**config.mk**
```make
export PLATFORM = sky130hd
export DESIGN_NAME = multicycle_ctrl
export DESIGN_NICKNAME = d
export VERILOG_FILES = /design/src/rtl/multicycle_ctrl.sv
export SDC_FILE = /design/constraint.sdc
export NUM_CORES = 1
export LEC_CHECK = 0
export BUFFER_PORTS_ARGS = -buffer_cell sky130_fd_sc_hd__buf_4
export CELL_PAD_IN_SITES_DETAIL_PLACEMENT = 0
export CELL_PAD_IN_SITES_GLOBAL_PLACEMENT = 1
export CORE_ASPECT_RATIO = 1.75
export CORE_MARGIN = 2
export CORE_UTILIZATION = 41
export DETAILED_ROUTE_END_ITERATION = 8
export GPL_ROUTABILITY_DRIVEN = 0
export PLACE_DENSITY_LB_ADDON = 0.1
export SLEW_MARGIN = 15
export SYNTH_ARGS = -nofsm -noshare
export SYNTH_HDL_FRONTEND = slang
export SYNTH_SLANG_ARGS = --single-unit
```
**constraint.sdc**
```tcl
create_clock -name i_clk -period 4 [get_ports i_clk]
set_input_delay 0.2 -clock i_clk [delete_from_list [all_inputs] [get_ports i_clk]]
set_output_delay 0.2 -clock i_clk [all_outputs]
set_load 0.1 [all_outputs]
```
**src/rtl/multicycle_ctrl.sv**
```systemverilog
// -----------------------------------------------------------------------------
// multicycle_ctrl
//
// Multi-cycle sequencer for the RV32I core. Each instruction walks through
// FETCH, DECODE, EXEC, MEM and WB so that a single ALU and a single shared
// instruction/data memory port serve the whole instruction. The combinational
// decoder beside this block still produces the per-opcode datapath selects;
// this block only adds the state-dependent enables.
//
// Parameters:
//   MEM_TIMEOUT  maximum consecutive memory wait cycles before trapping
//                (0 disables the timeout)
//   TO_W         wait counter width, 2**TO_W - 1 >= MEM_TIMEOUT
//
// Ports:
//   i_clk          clock, all state changes on the rising edge
//   i_reset        asynchronous active-high reset
//   i_op[6:0]      opcode field of the instruction register (valid from DECODE)
//   i_mem_ready    memory ready; transfer completes when req and ready are high
//   o_mem_req      memory request
//   o_mem_we       memory write (meaningful only with o_mem_req)
//   o_addr_sel     memory address source: 0 = PC, 1 = ALU result
//   o_ir_en        load the instruction register from memory read data
//   o_pc_en        PC update strobe, one pulse per retired instruction
//   o_rd_wren      register-file write enable
//   o_state[2:0]   current state, for debug
//   o_trap         sticky trap flag
//
// Optional feature, macro MULTICYCLE_PERF_CNT_EN:
//   o_cycle_cnt[31:0]    cycles spent outside reset and outside TRAP
//   o_instret_cnt[31:0]  retired instructions (cycles with o_pc_en high)
// -----------------------------------------------------------------------------
module multicycle_ctrl #(
  parameter int MEM_TIMEOUT = 15,
  parameter int TO_W        = 4
) (
  input  logic        i_clk,
  input  logic        i_reset,
  input  logic [6:0]  i_op,
  input  logic        i_mem_ready,
  output logic        o_mem_req,
  output logic        o_mem_we,
  output logic        o_addr_sel,
  output logic        o_ir_en,
  output logic        o_pc_en,
  output logic        o_rd_wren,
  output logic [2:0]  o_state,
  output logic        o_trap
`ifdef MULTICYCLE_PERF_CNT_EN
  ,
  output logic [31:0] o_cycle_cnt,
  output logic [31:0] o_instret_cnt
`endif
);

  typedef enum logic [2:0] {
    S_FETCH  = 3'd0,
    S_DECODE = 3'd1,
    S_EXEC   = 3'd2,
    S_MEM    = 3'd3,
    S_WB     = 3'd4,
    S_TRAP   = 3'd5
  } state_t;

  typedef enum logic [3:0] {
    C_NONE    = 4'd0,
    C_LOAD    = 4'd1,
    C_OPIMM   = 4'd2,
    C_AUIPC   = 4'd3,
    C_STORE   = 4'd4,
    C_REG     = 4'd5,
    C_LUI     = 4'd6,
    C_BRANCH  = 4'd7,
    C_JALR    = 4'd8,
    C_JAL     = 4'd9,
    C_ILLEGAL = 4'd10
  } cls_t;

  localparam logic [TO_W-1:0] TIMEOUT_VAL = TO_W'(MEM_TIMEOUT);
  localparam bit              TIMEOUT_EN  = (MEM_TIMEOUT != 0);
  localparam logic [TO_W-1:0] CNT_MAX     = '1;

  state_t          state, next_state;
  cls_t            cls, cls_next, dec_cls;
  logic [TO_W-1:0] wait_cnt, wait_cnt_next;
  logic            timed_out;

  logic mem_req, mem_we, addr_sel, ir_en, pc_en, rd_wren, trap;

  // Instruction class from the full 7-bit opcode; every listed opcode ends
  // in 2'b11, so any other low-bit pattern falls into the illegal class.
  always_comb begin
    dec_cls = C_ILLEGAL;
    case (i_op)
      7'b0000011: dec_cls = C_LOAD;
      7'b0010011: dec_cls = C_OPIMM;
      7'b0010111: dec_cls = C_AUIPC;
      7'b0100011: dec_cls = C_STORE;
      7'b0110011: dec_cls = C_REG;
      7'b0110111: dec_cls = C_LUI;
      7'b1100011: dec_cls = C_BRANCH;
      7'b1100111: dec_cls = C_JALR;
      7'b1101111: dec_cls = C_JAL;
      default:    dec_cls = C_ILLEGAL;
    endcase
  end

  // A ready in the cycle the limit is reached still wins, so the trap only
  // fires when ready is low.
  assign timed_out = TIMEOUT_EN && (wait_cnt == TIMEOUT_VAL) && !i_mem_ready;

  // Next-state and strobe logic.
  always_comb begin
    next_state = state;
    cls_next   = cls;
    mem_req    = 1'b0;
    mem_we     = 1'b0;
    addr_sel   = 1'b0;
    ir_en      = 1'b0;
    pc_en      = 1'b0;
    rd_wren    = 1'b0;
    trap       = 1'b0;
    case (state)
      S_FETCH: begin
        mem_req = 1'b1;
        ir_en   = i_mem_ready;
        if (i_mem_ready)    next_state = S_DECODE;
        else if (timed_out) next_state = S_TRAP;
      end
      S_DECODE: begin
        cls_next   = dec_cls;
        next_state = (dec_cls == C_ILLEGAL) ? S_TRAP : S_EXEC;
      end
      S_EXEC: begin
        if (cls == C_LOAD || cls == C_STORE) begin
          next_state = S_MEM;
        end else if (cls == C_BRANCH) begin
          // Taken/not-taken is resolved by the datapath's pc_sel.
          pc_en      = 1'b1;
          next_state = S_FETCH;
        end else begin
          next_state = S_WB;
        end
      end
      S_MEM: begin
        mem_req  = 1'b1;
        addr_sel = 1'b1;
        mem_we   = (cls == C_STORE);
        if (i_mem_ready) begin
          if (cls == C_STORE) begin
            pc_en      = 1'b1;
            next_state = S_FETCH;
          end else begin
            next_state = S_WB;
          end
        end else if (timed_out) begin
          next_state = S_TRAP;
        end
      end
      S_WB: begin
        rd_wren    = 1'b1;
        pc_en      = 1'b1;
        next_state = S_FETCH;
      end
      S_TRAP: begin
        trap = 1'b1;
      end
      default: begin
        next_state = S_TRAP;
      end
    endcase
  end

  // Wait counter: restarts for every new request and after each completed
  // transfer, and saturates instead of wrapping.
  always_comb begin
    wait_cnt_next = wait_cnt;
    if (mem_req && i_mem_ready)
      wait_cnt_next = '0;
    else if ((next_state != state) && (next_state == S_FETCH || next_state == S_MEM))
      wait_cnt_next = '0;
    else if (mem_req && !i_mem_ready && wait_cnt != CNT_MAX)
      wait_cnt_next = wait_cnt + TO_W'(1);
  end

  // State, class and wait counter registers.
  always_ff @(posedge i_clk or posedge i_reset) begin
    if (i_reset) begin
      state    <= S_FETCH;
      cls      <= C_NONE;
      wait_cnt <= '0;
    end else begin
      state    <= next_state;
      cls      <= cls_next;
      wait_cnt <= wait_cnt_next;
    end
  end

  // Outputs are forced low for the whole reset; FETCH would otherwise
  // present a request while reset is still asserted.
  assign o_mem_req  = mem_req  & ~i_reset;
  assign o_mem_we   = mem_we   & ~i_reset;
  assign o_addr_sel = addr_sel & ~i_reset;
  assign o_ir_en    = ir_en    & ~i_reset;
  assign o_pc_en    = pc_en    & ~i_reset;
  assign o_rd_wren  = rd_wren  & ~i_reset;
  assign o_trap     = trap     & ~i_reset;
  assign o_state    = i_reset ? 3'd0 : state;

`ifdef MULTICYCLE_PERF_CNT_EN
  logic [31:0] cycle_cnt, instret_cnt;

  // Performance counters; both wrap naturally at 32 bits.
  always_ff @(posedge i_clk or posedge i_reset) begin
    if (i_reset) begin
      cycle_cnt   <= '0;
      instret_cnt <= '0;
    end else begin
      if (state != S_TRAP) cycle_cnt   <= cycle_cnt + 32'd1;
      if (pc_en)           instret_cnt <= instret_cnt + 32'd1;
    end
  end

  assign o_cycle_cnt   = cycle_cnt;
  assign o_instret_cnt = instret_cnt;
`endif

endmodule

```
==> qor.txt <==
result of the run = finished clean
Initial Utilization = 44.0%
cell taking the most area after synthesis = sky130_fd_sc_hd__dfrtp_1
synthesis-stage register bit count = 11
total wire length = 2.32 mm
area share of the leading cell type in the synthesized netlist = 29.5%
Synth Flop Type = sky130_fd_sc_hd__dfrtp_1
setup repair after global routing missed its margin = no
register clock-pin slew on the reported worst setup and hold paths = 0.07 ns
cell-by-cell trace of the critical path = inv_4, nor4_2, a31oi_1, or4b_1, a21oi_1, buf_4
Synth Area in XOR/XNOR = 2.82%
switching share of power = 54.7%
leftover overflow at the end of global routing = 0
number of cells traversed by the worst hold path = 2
portion of the post-synthesis area used by sequential elements = 29.5%
type of the worst min-delay path = primary input to register
Clock Tree Buf Depth = 2
die outline area = 2690 sq um
Worst IR Drop VDD = 0.000326 V
number of core rows = 22
net total in the final layout = 152
slew at the pin closest to its max-slew limit = 0.511 ns
number of clock sinks = 11
layout cell share with drive strength beyond 1 = 22.1%
Warnings, synthesis = 0
RR Endpoint = state[2]
Die Width = 40.0 um
number of global-route vias before repair = 884
total of cells resized after clock tree synthesis = 0
growth of design area from synthesis to finish = 18.5%
met3 usage in global routing = 2.00%
Clock power frac = 13.2%
HPWL reported at the end of detailed placement = 1.87 mm
Global Route met1 Usage = 16.9%
post-detailed-route count of antenna-violating nets = 0
largest net degree at the start of global routing = 14
vias per cell = 5.74
filler cell count = 224
total global routing track utilization = 20.1%
share of power burned in combinational logic = 53.9%
FF-to-FF setup slack = 2.25 ns
Die Height = 67.1 um
gate count after technology mapping = 123
P_int = 0.268 mW
Max-Cap Viols = 0
capture endpoint of the worst hold path = cls[2]
Post-synth EDFFs = 0
Most Crowded Layer GR = met2
count of distinct cell types in the synthesized netlist = 44
cts hold-fix bufs = 1
I/O Buffers = 19
dominant combinational cell family by area after synthesis = simple AND/OR/NAND/NOR gates
final-report hold violation count = 0
Peak Freq = 0.412 GHz
Slew headroom = 65.9%
core area = 2120 sq um
power per cell area = 536 nW/um^2
leakage component of the power = 0.480 nW
global-route wire length before repair = 3.69 mm
TritonCTS clock tree = done
mux share of post-synthesis cell area = 1.21%
kind of critical path = register to output port
launching element type of the critical path = register
adder-cell area share of the yosys netlist = 1.34%
H-tree depth = 1
Final Setup Violations = 0
clk_skew = 0.000867 ns
crit path max fanout = 11
latest clock arrival within the worst-skew pair = 0.28 ns
number of DRC markers in iteration 0 = 19
number of pins exceeding their max-slew limit in the final report = 0
post-CTS setup buffers = 0
average wire per cell in the routed design = 14.2 um
start point of the worst hold path = i_op[5]
critical path data arrival time = 2.23 ns
clock root cell = sky130_fd_sc_hd__clkbuf_4
delay of the slowest cell on the worst path = 0.56 ns
Max stage delay cell, worst path = sky130_fd_sc_hd__dfrtp_1
syn avg cell area = 7.58 sq um
met2 GRT Util = 40.7%
Sum Neg Setup Slack = 0 ns
total clock buffers created by CTS = 3
post-route fraction of the period consumed by the critical path = 60.8%
fraction of power consumed by sequential logic = 32.9%
ant diodes = 0
worst hold slack = 0.241 ns
basic-gate share of the synthesized area counting and, or, nand and nor cells = 31.9%
cell area after technology mapping = 932 sq um
post-layout minimum cycle time = 2.43 ns
Boundary Pins = 20
Vias = 941
drt drc = 0
Synth Area in Compound Gates = 24.6%
number of detailed-routing iterations run before antenna repair = 4
proportion of synthesized flip-flops having asynchronous set or reset = 100%
largest cells by area after synthesis = sky130_fd_sc_hd__dfrtp_1 (30%), sky130_fd_sc_hd__nor2_1 (6.8%), sky130_fd_sc_hd__nand2_1 (5.6%)
endpoint kind of the worst setup timing path = output port
startpoint of the most critical register-to-register path = cls[1]
Switching Power = 0.324 mW
number of cell instances on the worst register-to-register path = 5
number of antenna violations at the first check in global routing = 0
Mapped Nets = 134
Worst Path Required = 3.80 ns
[critical path, delay by kind of cell (launching register included)]
| kind | cells | cell delay [ns] |
|---|---|---|
| and+or+nand+nor | 2 | 0.77 |
| buffers and inverters | 2 | 0.38 |
| DFF | 1 | 0.56 |
| AOI/OAI and AO/OA | 2 | 0.24 |
[cells by family after synthesis]
logic type | Yosys count
AOI/OAI and AO/OA | 34
xor gates and xnor gates | 3
buffers and inverters | 18
adders and majority gates | 1
and+or+nand+nor | 55
muxes | 1
DFF | 11
[flip-flops by register name (all words and copies together) (netlist names)]
| signal | flops |
|---|---|
| state | 3 |
| cls | 4 |
| wait_cnt | 4 |
[per-layer routing]
metal,up-vias,wire (um)
met5,-,0
met2,16,1390
met3,4,67
met1,446,832
li1,475,-
met4,0,37
[cells in the final DEF, fill, tap and decap left out, types with 2 or more instances in the layout]
cell / instances
sky130_fd_sc_hd__a21oi_1: 5
sky130_fd_sc_hd__o31a_1: 2
sky130_fd_sc_hd__a22oi_1: 2
sky130_fd_sc_hd__dfrtp_1: 11
sky130_fd_sc_hd__o21ai_0: 10
sky130_fd_sc_hd__nor3_1: 4
sky130_fd_sc_hd__a31oi_1: 3
sky130_fd_sc_hd__nor4_2: 3
sky130_fd_sc_hd__o221a_2: 2
sky130_fd_sc_hd__nand3b_1: 2
sky130_fd_sc_hd__and2_1: 2
sky130_fd_sc_hd__xor2_1: 2
sky130_fd_sc_hd__clkbuf_4: 3
sky130_fd_sc_hd__or4b_1: 2
sky130_fd_sc_hd__nor2b_1: 2
sky130_fd_sc_hd__nor4_1: 2
sky130_fd_sc_hd__nor2_1: 17
sky130_fd_sc_hd__nand2_1: 14
sky130_fd_sc_hd__buf_4: 19
sky130_fd_sc_hd__inv_1: 9
[stage by stage]
step	power (mW)	instance area, sq um	util (%)	worst slack [ns]	instances
6_report	0.592	1100	52.1	1.57	164
5_1_grt	0.628	1100	52.1	1.44	164
4_1_cts	0.596	1100	52.1	1.58	164
3_5_place_dp	0.515	1070	50.4	1.90	159
3_3_place_gp	0.508	1070	50.4	1.92	159
2_1_floorplan	0.456	932	-	0.316	123
[power groups by stage]
stage / combinational, mW / sequential, mW / clock (mW)
finish: 0.319 / 0.195 / 0.0783
CTS: 0.321 / 0.193 / 0.0814
detailed placement: 0.320 / 0.195 / 0
global route: 0.341 / 0.201 / 0.0862
floorplan: 0.296 / 0.159 / 0
global placement: 0.315 / 0.193 / 0
[worst max path at each step]
stage | from | end | slack [ns] | depth (start not counted)
2_1_floorplan | state[1] | o_ir_en | 0.32 | 2
3_3_place_gp | state[0] | o_pc_en | 1.92 | 6
3_5_place_dp | state[0] | o_pc_en | 1.90 | 6
4_1_cts | state[0] | o_pc_en | 1.58 | 6
5_1_grt | state[0] | o_pc_en | 1.44 | 6
6_report | state[0] | o_pc_en | 1.57 | 6
[cell type report]
| cell class | count | area, sq um | area share, % |
|---|---|---|---|
| sequential | 11 | 275 | 24.9 |
| timing repair buffer | 20 | 153 | 13.8 |
| inverter | 11 | 43.8 | 3.96 |
| tap | 24 | 30.0 | 2.72 |
| clock buffer | 4 | 26.3 | 2.38 |
| multi-input combinational | 94 | 577 | 52.2 |
[cells in the mapped netlist (2+ instances only)]
master                     instances
sky130_fd_sc_hd__nor2_1           17
sky130_fd_sc_hd__nand2_1          14
sky130_fd_sc_hd__dfrtp_1          11
sky130_fd_sc_hd__o21ai_0          10
sky130_fd_sc_hd__inv_1             9
sky130_fd_sc_hd__a21oi_1           5
sky130_fd_sc_hd__clkbuf_1          4
sky130_fd_sc_hd__nor3_1            4
sky130_fd_sc_hd__a31oi_1           3
sky130_fd_sc_hd__nor4_2            3
sky130_fd_sc_hd__a22oi_1           2
sky130_fd_sc_hd__and2_1            2
sky130_fd_sc_hd__nand3b_1          2
sky130_fd_sc_hd__nor2b_1           2
sky130_fd_sc_hd__nor4_1            2
sky130_fd_sc_hd__o221a_2           2
sky130_fd_sc_hd__o31a_1            2
sky130_fd_sc_hd__or4b_1            2
sky130_fd_sc_hd__xor2_1            2
Power figures use the tool's default switching activity.
